==> src/rtl/button_conditioner_pkg.sv <==
// Shared definitions for the button front end and the mode/adjust FSM.
// Both blocks import this package so that they agree on the bit order of
// the 5-bit button vector {U, D, L, R, C}.
//   BTN_U..BTN_C : bit index of each button inside the vector
//   BTN_W        : width of the button vector
//   btn_vec_t    : the button vector type
//   cntWidth     : bits needed for a counter that runs 0..maxCount-1
package button_conditioner_pkg;

  localparam int BTN_W = 5;
  localparam int BTN_U = 4;
  localparam int BTN_D = 3;
  localparam int BTN_L = 2;
  localparam int BTN_R = 1;
  localparam int BTN_C = 0;

  typedef logic [BTN_W-1:0] btn_vec_t;

  // A counter that only ever holds 0..maxCount-1 needs $clog2(maxCount)
  // bits, but never fewer than one so the register always exists.
  function automatic int cntWidth(input int maxCount);
    return (maxCount <= 1) ? 1 : $clog2(maxCount);
  endfunction

endpackage

==> src/rtl/debounce_cell.sv <==
// One button's conditioning chain: 2-flop synchroniser, tick-gated
// debounce, rising-edge detect and optional auto-repeat.
//   clk_i   : board clock
//   rst_ni  : asynchronous active-low reset
//   tick_i  : sample strobe, one clk wide
//   raw_i   : raw (asynchronous) button input
//   level_o : debounced stable level
//   pulse_o : combinational press/repeat pulse, registered by the parent
module debounce_cell
  import button_conditioner_pkg::*;
#(
  parameter int DEBOUNCE_TICKS = 4,
  parameter int REPEAT_DELAY   = 100,
  parameter int REPEAT_PERIOD  = 25,
  parameter bit REPEAT_EN      = 1'b0
) (
  input  logic clk_i,
  input  logic rst_ni,
  input  logic tick_i,
  input  logic raw_i,
  output logic level_o,
  output logic pulse_o
);

  localparam int DW = cntWidth(DEBOUNCE_TICKS);
  localparam int RW = cntWidth((REPEAT_DELAY > REPEAT_PERIOD) ? REPEAT_DELAY : REPEAT_PERIOD);
  localparam logic [DW-1:0] DB_LAST    = DW'(DEBOUNCE_TICKS - 1);
  localparam logic [RW-1:0] DELAY_LAST = RW'(REPEAT_DELAY - 1);
  localparam logic [RW-1:0] PER_LAST   = RW'(REPEAT_PERIOD - 1);

  logic          syncFirst_q, syncSecond_q;
  logic          stable_q, stable_d;
  logic          stablePrev_q;
  logic [DW-1:0] dbCnt_q, dbCnt_d;
  logic [RW-1:0] repCnt_q, repCnt_d;
  logic          firstRep_q, firstRep_d;
  logic          rise;
  logic          repPulse;

  // Synchroniser runs every clock; the remaining state advances as computed
  // by the combinational blocks below.
  always_ff @(posedge clk_i or negedge rst_ni) begin
    if (!rst_ni) begin
      syncFirst_q  <= 1'b0;
      syncSecond_q <= 1'b0;
      stable_q     <= 1'b0;
      stablePrev_q <= 1'b0;
      dbCnt_q      <= '0;
      repCnt_q     <= '0;
      firstRep_q   <= 1'b0;
    end else begin
      syncFirst_q  <= raw_i;
      syncSecond_q <= syncFirst_q;
      stable_q     <= stable_d;
      stablePrev_q <= stable_q;
      dbCnt_q      <= dbCnt_d;
      repCnt_q     <= repCnt_d;
      firstRep_q   <= firstRep_d;
    end
  end

  // Debounce: the stable level flips only after DEBOUNCE_TICKS consecutive
  // ticks disagree with it; any agreeing tick restarts the count.
  always_comb begin
    stable_d = stable_q;
    dbCnt_d  = dbCnt_q;
    if (tick_i) begin
      if (syncSecond_q != stable_q) begin
        if (dbCnt_q == DB_LAST) begin
          stable_d = syncSecond_q;
          dbCnt_d  = '0;
        end else begin
          dbCnt_d = dbCnt_q + DW'(1);
        end
      end else begin
        dbCnt_d = '0;
      end
    end
  end

  assign rise = stable_q & ~stablePrev_q;

  // Auto-repeat: the press itself restarts the count, so the first repeat
  // lands REPEAT_DELAY ticks after the press pulse and later ones every
  // REPEAT_PERIOD ticks. The compare is tick-gated so a slow strobe cannot
  // fire the same count more than once.
  always_comb begin
    repCnt_d   = repCnt_q;
    firstRep_d = firstRep_q;
    repPulse   = 1'b0;
    if (!REPEAT_EN || !stable_q) begin
      repCnt_d   = '0;
      firstRep_d = 1'b0;
    end else if (rise) begin
      repCnt_d   = '0;
      firstRep_d = 1'b1;
    end else if (tick_i) begin
      if (firstRep_q && (repCnt_q == DELAY_LAST)) begin
        repPulse   = 1'b1;
        repCnt_d   = '0;
        firstRep_d = 1'b0;
      end else if (!firstRep_q && (repCnt_q == PER_LAST)) begin
        repPulse = 1'b1;
        repCnt_d = '0;
      end else begin
        repCnt_d = repCnt_q + RW'(1);
      end
    end
  end

  assign level_o = stable_q;
  assign pulse_o = rise | repPulse;

endmodule

==> src/rtl/button_conditioner.sv <==
// Button front end for the mode/adjust FSM. Five debounce cells feed a
// fixed-priority arbiter (C > R > L > U > D) so the FSM only ever sees a
// zero or one-hot, single-cycle pulse.
//   clk           : board clock
//   reset         : asynchronous reset, active LOW despite the name
//   tick_en       : sample strobe from the clock divider, one clk wide
//   btn_raw       : raw buttons {U, D, L, R, C}
//   btn_pulse     : registered one-hot press/repeat pulse
//   btn_level     : debounced level per button
//   collision     : sticky, set when simultaneous pulses were dropped
//   clr_collision : synchronous clear for collision (a new collision wins)
module button_conditioner
  import button_conditioner_pkg::*;
#(
  parameter int         DEBOUNCE_TICKS = 4,
  parameter int         REPEAT_DELAY   = 100,
  parameter int         REPEAT_PERIOD  = 25,
  parameter logic [4:0] REPEAT_MASK    = 5'b11000
) (
  input  logic       clk,
  input  logic       reset,
  input  logic       tick_en,
  input  logic [4:0] btn_raw,
  output logic [4:0] btn_pulse,
  output logic [4:0] btn_level,
  output logic       collision,
  input  logic       clr_collision
);

  btn_vec_t rawPulse;
  btn_vec_t grant;
  btn_vec_t btnPulse_q;
  logic     multiHit;
  logic     collision_q, collision_d;

  for (genvar i = 0; i < BTN_W; i++) begin : g_cell
    debounce_cell #(
      .DEBOUNCE_TICKS(DEBOUNCE_TICKS),
      .REPEAT_DELAY  (REPEAT_DELAY),
      .REPEAT_PERIOD (REPEAT_PERIOD),
      .REPEAT_EN     (REPEAT_MASK[i])
    ) u_cell (
      .clk_i  (clk),
      .rst_ni (reset),
      .tick_i (tick_en),
      .raw_i  (btn_raw[i]),
      .level_o(btn_level[i]),
      .pulse_o(rawPulse[i])
    );
  end

  // Priority is not bit order: U outranks D even though D sits lower.
  always_comb begin
    grant = '0;
    if (rawPulse[BTN_C])      grant[BTN_C] = 1'b1;
    else if (rawPulse[BTN_R]) grant[BTN_R] = 1'b1;
    else if (rawPulse[BTN_L]) grant[BTN_L] = 1'b1;
    else if (rawPulse[BTN_U]) grant[BTN_U] = 1'b1;
    else if (rawPulse[BTN_D]) grant[BTN_D] = 1'b1;
  end

  // Clearing the lowest set bit leaves something only if two or more were set.
  assign multiHit = |(rawPulse & (rawPulse - 5'd1));

  always_comb begin
    collision_d = collision_q;
    if (multiHit)           collision_d = 1'b1;
    else if (clr_collision) collision_d = 1'b0;
  end

  always_ff @(posedge clk or negedge reset) begin
    if (!reset) begin
      btnPulse_q  <= '0;
      collision_q <= 1'b0;
    end else begin
      btnPulse_q  <= grant;
      collision_q <= collision_d;
    end
  end

  assign btn_pulse = btnPulse_q;
  assign collision = collision_q;

endmodule

==> config.mk <==
export PLATFORM = sky130hd
export DESIGN_NAME = button_conditioner
export DESIGN_NICKNAME = d
export VERILOG_FILES = /design/src/rtl/button_conditioner_pkg.sv /design/src/rtl/debounce_cell.sv /design/src/rtl/button_conditioner.sv
export SDC_FILE = /design/constraint.sdc
export NUM_CORES = 1
export LEC_CHECK = 0
export BUFFER_PORTS_ARGS = -buffer_cell sky130_fd_sc_hd__buf_2
export CORE_AREA = 2 2 70 72
export DETAILED_ROUTE_END_ITERATION = 6
export DIE_AREA = 0 0 72 74
export HOLD_SLACK_MARGIN = 0.12
export PLACE_DENSITY = 0.7
export SYNTH_ARGS = -nofsm -noshare
export SYNTH_HDL_FRONTEND = slang
export SYNTH_SLANG_ARGS = --single-unit
==> constraint.sdc <==
create_clock -name clk -period 1.6 [get_ports clk]
set_input_delay 0.08 -clock clk [delete_from_list [all_inputs] [get_ports clk]]
set_output_delay 0.08 -clock clk [all_outputs]
set_load 0.02 [all_outputs]
==> results.yml, run 1 <==
timing:
  rsz0062_at_grt: "yes"
  finalCritPeriodShare_pct: 105
  fin_tns_setup_ns: -0.246
  period_minus_slack_ns: 1.68
  worst_slack_ns: -0.0780
  max_freq_ghz: 0.596
  setup_violations: 5
  skew_ns: 0.00894
  worst_pin_slew_ns: 0.497
  hold_viol: 0
  holdWs_ns: 0.253
  final_max_slew_viol_count: 0
  relSlewSlack_pct: 66.8
global_routing:
  overflow: 0
  grt_pass1_wl_um: 7290
  antenna_found_initial: 0
  track_usage_pct: 17.7
  grt_pass1_vias: 1676
  grt_max_degree: 34
floorplanning:
  ioPinCount: 20
  initial_core_util_pct: 50.5
  die_w_um: 72
  die_h_um: 74
  row_count: 25
  core-area_sq_um: 4600
  die_area_sq_um: 5330
layout:
  diodes: 0
  fin_nets: 291
  drive_above_1_share_pct: 28.2
  fin_util_pct: 62.7
  syn_to_final_growth_pct: 24.1
run:
  drv_cap: 0
synth:
  synth_edf_count: 0
  ys_async_sr_fraction_pct: 100
  synth_area_per_cell_sq_um: 10.5
  synthCells: 222
  synth_most_common_cell: "dfrtp_1"
  ys_seq_area_share_pct: 56.0
  synth_area_leaders: "dfrtp_1 56%, nand2_1 5.5%, ha_1 4.8%"
  synth_top_area_cell: "dfrtp_1"
  syn_nets: 240
  ys.flop_type: "dfrtp_1"
  ys_seq_elements: 52
  synth_commonest_cells: "52 x dfrtp_1, 34 x nand2_1, 21 x inv_1, 14 x nor2_1"
  ys_warn_count: 0
  ys_types: 40
  netlist_area_sq_um: 2320
  yosysTopAreaCellShare_pct: 56.0
worst_setup_path:
  crit_type: "reg -> reg"
  cp-end-kind: "register"
  cp_max_fo: 7
  worstSetupStartpointType: "register"
  rr_startpoint: "g_cell[4].u_cell.repCnt_q[4]"
  crit_arrival_ns: 1.88
  worstPathRequired_ns: 1.80
  worstSetupStartpoint: "g_cell[4].u_cell.repCnt_q[4]"
power_and_ir_drop:
  total_power_mw: 3.95
  leakagePower_nw: 1.33
  peakVddDrop_mv: 0.631
  power_density_nw_per_um2: 1370
place:
  gp_congestion: 0.782
  port_buffers: 19
  place_hpwl_um: 2730
  pre_cts_slack_ns: -0.0680
status:
  status: "finished with violations"
  violations: "setup timing"
routing:
  viasPerCell: 5.11
  route.vias.total: 1672
  wl_per_cell_um: 12.8
  drtIter0Drc: 172
  ant_nets: 0
  wl_um: 4190
  firstDrtPassIters: 4
  drcViolationCount: 0
worst_hold_path:
  hold_path.class: "in -> async"
clock_tree:
  cts.path.max_buffers: 2
  insertion_delay_ns: 0.30
  cts-root-buf: "clkbuf_8"
  clock-sinks: 52
  htree_num_levels: 2
  cts_buffers: 5
  cts_tree: "built"
  path_clk_slew_ns: 0.09
==> worst max-delay path, stage by stage (launching register included) <==
cell and delay [ns]:
dfrtp_1 0.39, or3b_1 0.40, nor3_2 0.18, a41oi_2 0.09
nand4_4 0.21, nor2_2 0.04, a211o_1 0.26
==> power by group <==
group          switching (mW)  internal (mW)  leakage [nW]
combinational           0.755          0.592         0.621
clock                   0.390          0.298        0.0410
sequential              0.249           1.66         0.670
==> cell families after synthesis <==
logic type | count (synthesis) | share of synthesized area [%]
flip-flops | 52 | 56.0
XOR/XNOR | 8 | 3.02
multiplexers | 6 | 2.91
AO/OA/AOI/OAI | 41 | 11.5
adder cells (fa/ha/maj) | 9 | 4.85
buffers and inverters | 30 | 5.98
AND/OR/NAND/NOR | 76 | 15.8
==> state kept, by name, indices dropped and copies added, names as in the netlist <==
signal                      cells
g_cell.u_cell.dbCnt_q          10
g_cell.u_cell.level_o           5
g_cell.u_cell.syncFirst_q       5
g_cell.u_cell.syncSecond_q      5
g_cell.u_cell.firstRep_q        2
collision                       1
btn_pulse                       5
g_cell.u_cell.stablePrev_q      5
g_cell.u_cell.repCnt_q         14
==> timing repair <==
| item | CTS | global route |
|---|---|---|
| pin swaps | 4 | 18 |
| hold buffers | 7 | 0 |
| buffers inserted | 5 | 4 |
| endpoints found under the setup margin | 11 | 16 |
| hold endpoints to repair | 39 | 0 |
| resized for setup | 9 | 18 |
==> stage by stage <==
stage	area, sq um	instances
finish	2880	327
global route	2880	327
CTS	2800	323
detailed placement	2580	304
global placement	2580	304
floorplan	2330	222
==> cell type report <==
type	instances	area [sq um]
clock inverters	1	5.00
well taps	54	67.6
fillers	371	1720
inverters	21	78.8
repair buffers	53	395
clock buffers	6	72.6
multi-input cells	140	962
flip-flops and latches	52	1300
==> cell usage in the layout (no fill, tap or decap), types with 5 or more instances in the layout <==
cell,n
ha_1,7
o22ai_1,9
buf_4,22
nand2_1,34
dfrtp_1,52
nand3_1,7
o21ai_1,7
inv_1,21
buf_2,19
clkbuf_8,5
xnor2_1,6
mux2_2,6
dlygate4sd3_1,7
nor2_1,13
==> path summary, 6_finish.rpt <==
kind / to / slack, ns / cells past startpoint
max in group asynchronous: g_cell[3].u_cell.level_o / 0.82 / 3
worst max-delay path: g_cell[4].u_cell.repCnt_q[5] / -0.08 / 6
worst min register to register: g_cell[1].u_cell.syncSecond_q / 0.35 / 0
worst max register to register: g_cell[4].u_cell.repCnt_q[5] / -0.08 / 6
min in group clk: g_cell[3].u_cell.repCnt_q[5] / 0.32 / 4
worst min-delay path: btn_pulse[4] / 0.25 / 2
==> metal layers <==
metal / vias up / track usage, % / wire length (um) / share of wire [%]
met1: 794 / 21.9 / 1840 / 44
met5: - / 0 / 0 / 0
met4: 0 / 6.92 / 50 / 1.2
met2: 29 / 30.5 / 2150 / 51
li1: 845 / - / - / -
met3: 4 / 3.79 / 151 / 3.6
(Power assumes the default switching activity.)
==> run 2: changes to the inputs <==
--- a/config.mk
+++ b/config.mk
@@ -6,11 +6,11 @@
 export NUM_CORES = 1
 export LEC_CHECK = 0
 export BUFFER_PORTS_ARGS = -buffer_cell sky130_fd_sc_hd__buf_2
-export CORE_AREA = 2 2 70 72
+export CORE_AREA = 2 2 85 87
 export DETAILED_ROUTE_END_ITERATION = 6
-export DIE_AREA = 0 0 72 74
-export HOLD_SLACK_MARGIN = 0.12
-export PLACE_DENSITY = 0.7
+export DIE_AREA = 0 0 87 89
+export HOLD_SLACK_MARGIN = 0.08
+export PLACE_DENSITY = 0.49
 export SYNTH_ARGS = -nofsm -noshare
 export SYNTH_HDL_FRONTEND = slang
 export SYNTH_SLANG_ARGS = --single-unit
==> run 2 against run 1 <==
Net effect: the run still ends with setup timing left; combinational power increased by 4%; clock-buffer cell count unchanged; design area increased by 7.5%; hold slack got worse by 0.13 ns; global-route usage decreased by 5.0 points; critical endpoint is now g_cell[3].u_cell.repCnt_q[4]; largest cell class unchanged.
==> results.yml, run 2 (synthesized netlist as in run 1, its figures left out) <==
status:
  status: "finished with violations"
  violations: "setup timing"
floorplanning:
  ioPinCount: 20
  die_h_um: 89
  core-area_sq_um: 6720
  row_count: 30
  initial_core_util_pct: 34.6
  die_w_um: 87
  die_area_sq_um: 7740
place:
  port_buffers: 19
  gp_congestion: 0.758
  place_hpwl_um: 2860
worst_setup_path:
  cp-end-kind: "register"
  crit_arrival_ns: 1.92
  rr_startpoint: "g_cell[3].u_cell.repCnt_q[0]"
  crit_path_end: "g_cell[3].u_cell.repCnt_q[4]"
  path_depth: 6
  worstSetupStartpoint: "g_cell[3].u_cell.repCnt_q[0]"
  worstSetupStartpointType: "register"
  timing.rr.end: "g_cell[3].u_cell.repCnt_q[4]"
  path_cells: "ha_2 > nand4b_1 > nor4b_4 > a311o_2 > buf_4 > o31ai_2"
  slowest_stage: "a311o_2"
  path_delay_family: "compound AO/OA/AOI/OAI gates"
  cp_slowest_stage_delay_ns: 0.44
  worstPathRequired_ns: 1.82
  r2r_setup_slack_ns: -0.10
  crit_buf_inv: 1
  crit_type: "reg -> reg"
  reg2reg_depth: 6
  cp_max_fo: 8
layout:
  fillers: 621
  final_cell_mix: "52 x dfrtp_1, 32 x nand2_1, 28 x buf_4"
  fin_nets: 299
  multi_input_area_sq_um: 1040
  diodes: 0
  largest_register_ffs: 14
  seqCellArea_sq_um: 1300
  layout_commonest_cell: "dfrtp_1"
  top_regs: "g_cell.u_cell.repCnt_q: 14 flops, g_cell.u_cell.dbCnt_q: 10 flops"
  fin_util_pct: 46.1
  syn_to_final_growth_pct: 33.4
  regMostFlops: "g_cell.u_cell.repCnt_q"
  drive_above_1_share_pct: 34.4
clock_tree:
  cts_buffers: 5
  htree_num_levels: 2
  cts_tree: "built"
  path_clk_slew_ns: 0.10
  insertion_delay_ns: 0.31
  cts-root-buf: "clkbuf_8"
  cts.path.max_buffers: 2
  clock-sinks: 52
routing:
  viasPerCell: 4.76
  route.vias.total: 1724
  dr.max_layer_used: "met4"
  firstDrtPassIters: 4
  drcViolationCount: 0
  wl_met2_um: 2100
  drtIter0Drc: 76
  wl_met1_um: 2160
  wl_per_cell_um: 12.2
  wl_um: 4430
  route.met3.wl_um: 130
  ant_nets: 0
timing:
  max_freq_ghz: 0.588
  hold_viol: 0
  finalCritPeriodShare_pct: 106
  period_minus_slack_ns: 1.70
  worst_slack_ns: -0.102
  fin_tns_setup_ns: -0.458
  relSlewSlack_pct: 68.9
  setup_violations: 11
  rsz0062_at_grt: "yes"
  skew_ns: 0.00977
  final_max_slew_viol_count: 0
  worst_pin_slew_ns: 0.465
worst_hold_path:
  hold_path.class: "in -> reg"
global_routing:
  grt_pass1_vias: 1664
  overflow: 0
  track_usage_pct: 12.6
  grt_pass1_wl_um: 7700
  grt_max_degree: 53
  antenna_found_initial: 0
power_and_ir_drop:
  leakagePower_nw: 1.42
  total_power_mw: 4.25
  peakVddDrop_mv: 0.418
  power_density_nw_per_um2: 1370
run:
  drv_cap: 0
-- run 2: changes by cell type in the layout (fill, tap and decap cells not counted), moves of 2 or more --
cell     change
buf_6        +2
nand2_2      +2
inv_4        +2
inv_1        -2
ha_4         +2
nand2_1      -2
buf_4        +6
-- run 2: through the flow --
step / setup slack [ns] / cell area (sq um) / cells / hold slack, ns
after global placement: -0.0518 / 2670 / 337 / 0.0981
after floorplan: -0.0278 / 2330 / 222 / -0.216
final: -0.102 / 3100 / 362 / 0.121
after CTS: -0.0235 / 2940 / 358 / 0.119
after detailed placement: -0.0543 / 2670 / 337 / 0.0963
after global routing: -0.202 / 3100 / 362 / 0.159
-- run 2: power by group --
group	switching (mW)	leakage [nW]	internal, mW
Combinational	0.775	0.698	0.621
Clock	0.447	0.0558	0.473
Sequential	0.278	0.670	1.66
-- run 2: area by class of cell --
cell class	instances	share of cell area [%]
multi-input combinational	140	33.5
inverter	21	2.70
tap	80	3.23
clock buffer	6	2.34
timing repair buffer	61	14.9
sequential	52	42.0
clock inverter	2	1.25
-- run 2: repair_timing --
action | 4_1_cts | 5_1_grt
buffers inserted | 6 | 5
hold buffers | 7 | 0
setup endpoints to repair | 11 | 18
endpoints found under the hold margin | 58 | 0
gates resized for setup | 12 | 35
cloned | 0 | 0
pin swaps | 2 | 9
-- run 2: worst min-delay path by stage --
stage	startpoint	endpoint	slack (ns)	cells past startpoint
2_1_floorplan	reset	btn_pulse[0]	-0.22	0
3_3_place_gp	reset	btn_pulse[1]	0.1	2
3_5_place_dp	reset	btn_pulse[0]	0.1	2
4_1_cts	tick_en	g_cell[3].u_cell.firstRep_q	0.12	4
5_1_grt	tick_en	g_cell[3].u_cell.firstRep_q	0.16	4
6_report	tick_en	g_cell[3].u_cell.firstRep_q	0.12	4
-- run 2: metal layers --
metal | track usage, % | vias up
li1 | - | 866
met1 | 16.5 | 827
met2 | 20.5 | 26
met3 | 3.42 | 5
met4 | 3.98 | 0
met5 | 0 | -
-- run 2: worst register-to-register path: stages (launching register included) --
cell      delay [ns]
dfrtp_1         0.40
ha_2            0.20
nand4b_1        0.15
nor4b_4         0.07
a311o_2         0.44
buf_4           0.17
o31ai_2         0.20
==> run 3: changes to the inputs <==
--- a/config.mk
+++ b/config.mk
@@ -11,6 +11,7 @@
 export DIE_AREA = 0 0 87 89
 export HOLD_SLACK_MARGIN = 0.08
 export PLACE_DENSITY = 0.49
+export REMOVE_ABC_BUFFERS = 1
 export SYNTH_ARGS = -nofsm -noshare
 export SYNTH_HDL_FRONTEND = slang
 export SYNTH_SLANG_ARGS = --single-unit
==> run 3 against run 2 <==
Net effect: clock power down 16%; clock-buffer cell count unchanged; sequential share of layout area up 0.24 points; critical endpoint is now g_cell[4].u_cell.repCnt_q[5]; combinational power increased by 3%; the run still ends with setup timing left.
==> results.yml, run 3 (synthesized netlist as in run 1, its figures left out) <==
clock_tree:
  htree_num_levels: 2
  path_clk_slew_ns: 0.09
  cts_tree: "built"
  clock-sinks: 52
  cts_buffers: 5
  cts-root-buf: "clkbuf_8"
  insertion_delay_ns: 0.30
  cts.path.max_buffers: 2
floorplanning:
  die_w_um: 87
  initial_core_util_pct: 34.6
  die_h_um: 89
  row_count: 30
  core-area_sq_um: 6720
  ioPinCount: 20
  die_area_sq_um: 7740
global_routing:
  overflow: 0
  antenna_found_initial: 0
  grt_pass1_wl_um: 7870
  grt_pass1_vias: 1680
  grt_max_degree: 33
  track_usage_pct: 13.0
timing:
  worst_pin_slew_ns: 0.491
  period_minus_slack_ns: 1.71
  max_freq_ghz: 0.586
  finalCritPeriodShare_pct: 107
  hold_viol: 0
  skew_ns: 0.0117
  relSlewSlack_pct: 67.2
  final_max_slew_viol_count: 0
  setup_violations: 9
  rsz0062_at_grt: "yes"
  worst_slack_ns: -0.105
routing:
  viasPerCell: 4.72
  ant_nets: 0
  drtIter0Drc: 72
  firstDrtPassIters: 4
  wl_per_cell_um: 12.8
  route.vias.total: 1715
  drcViolationCount: 0
  wl_um: 4650
layout:
  fin_util_pct: 45.9
  diodes: 0
  layout_commonest_cell: "dfrtp_1"
  fin_nets: 300
  final_cells: 363
  largest_register_ffs: 14
  drive_above_1_share_pct: 33.2
  syn_to_final_growth_pct: 32.6
  final_cell_mix: "52 x dfrtp_1, 34 x nand2_1, 27 x buf_4"
  top_regs: "g_cell.u_cell.repCnt_q: 14 flops, g_cell.u_cell.dbCnt_q: 10 flops"
  regMostFlops: "g_cell.u_cell.repCnt_q"
  fillers: 638
place:
  gp_congestion: 0.761
  dp_cells: 336
  pre_cts_slack_ns: -0.120
  place_hpwl_um: 3030
  port_buffers: 19
worst_hold_path:
  hold_path.class: "in -> reg"
  hold_end: "g_cell[4].u_cell.firstRep_q"
  min_from: "tick_en"
  whs_path_depth: 4
status:
  status: "finished with violations"
  violations: "setup timing"
power_and_ir_drop:
  pwr-share-seq_pct: 46.5
  switching_share_pct: 35.3
  p_int_mw: 2.68
  p_comb_share_pct: 34.8
  peakVddDrop_mv: 0.464
  clock_power_share_pct: 18.7
  leakagePower_nw: 1.42
  p_switching_mw: 1.46
  power_density_nw_per_um2: 1340
worst_setup_path:
  rr_startpoint: "g_cell[4].u_cell.repCnt_q[5]"
  cp_slowest_stage_delay_ns: 0.41
  crit_type: "reg -> reg"
  timing.rr.end: "g_cell[4].u_cell.repCnt_q[5]"
  cp-end-kind: "register"
  worstSetupStartpointType: "register"
  reg2reg_depth: 6
  worstPathRequired_ns: 1.79
  crit_arrival_ns: 1.89
  path_cells: "or3b_4 > nor3_4 > a41oi_4 > nand4_4 > nor3_1 > a211o_1"
  cp_max_fo: 8
  r2r_setup_slack_ns: -0.11
  slowest_stage: "dfrtp_1"
run:
  drv_cap: 0
## run 3: cell count changes in the layout (fill, tap and decap cells not counted), sizes merged
cell	delta
clkinv	+2
a311o	+1
bufinv	-1
inv	-1
## run 3: worst max path at each step
stage | slack, ns | startpoint | endpoint | cells past startpoint
4_1_cts | -0.09 | g_cell[4].u_cell.repCnt_q[3] | g_cell[4].u_cell.repCnt_q[5] | 6
3_3_place_gp | -0.07 | g_cell[3].u_cell.repCnt_q[1] | g_cell[3].u_cell.repCnt_q[5] | 6
3_5_place_dp | -0.12 | g_cell[3].u_cell.repCnt_q[1] | btn_pulse[3] | 7
2_1_floorplan | -0.10 | g_cell[3].u_cell.repCnt_q[0] | g_cell[3].u_cell.repCnt_q[5] | 7
6_report | -0.11 | g_cell[4].u_cell.repCnt_q[5] | g_cell[4].u_cell.repCnt_q[5] | 6
5_1_grt | -0.20 | g_cell[4].u_cell.repCnt_q[1] | g_cell[4].u_cell.repCnt_q[6] | 8
## run 3: what timing repair did
action                                  in CTS  in global routing
endpoints found under the setup margin      15                 16
resized for setup                           14                 29
pin swaps                                    5                  9
gates cloned                                 1                  0
buffers inserted                             3                  9
endpoints found under the hold margin       26                  0
hold buffers                                 7                  0
## run 3: worst max-delay path, delay by kind of cell, from the launching register on
| kind | cells | cell delay (ns) |
|---|---|---|
| compound gates | 2 | 0.34 |
| flops | 1 | 0.41 |
| simple gates | 4 | 0.85 |
## run 3: layer usage
metal	vias up	global-route usage (%)	wire [um]
met3	7	3.05	145
met4	0	4.55	75
met5	-	0	0
met2	21	22.0	2260
met1	814	16.5	2170
li1	873	-	-
## run 3: power by group through the flow
stage                     registers (mW)  clock network (mW)  logic, mW
after floorplan                     2.07                   0      0.678
after global placement              1.94                   0       1.26
after detailed placement            1.94                   0       1.29
after CTS                           1.92               0.807       1.36
after global routing                1.98               0.857       1.62
final                               1.92               0.772       1.44
## run 3: area by class of cell
type                    count  area [sq um]  area share, %
flip-flops and latches     52          1300           42.2
multi-input cells         141          1040           33.7
repair buffers             61           467           15.1
well taps                  80           100           3.25
clock buffers               6          82.6           2.68
inverters                  21          81.3           2.64
clock inverters             2          10.0          0.325
## run 3: through the flow
stage / power (mW) / cell area [sq um] / setup TNS [ns] / hold WS (ns)
after global routing: 4.46 / 3080 / -1.94 / 0.263
after detailed placement: 3.23 / 2650 / -1.02 / 0.0750
after floorplan: 2.75 / 2260 / -0.416 / -0.216
final: 4.13 / 3080 / -0.543 / 0.222
after global placement: 3.20 / 2650 / -0.623 / 0.0786
after CTS: 4.09 / 2900 / -0.239 / 0.216
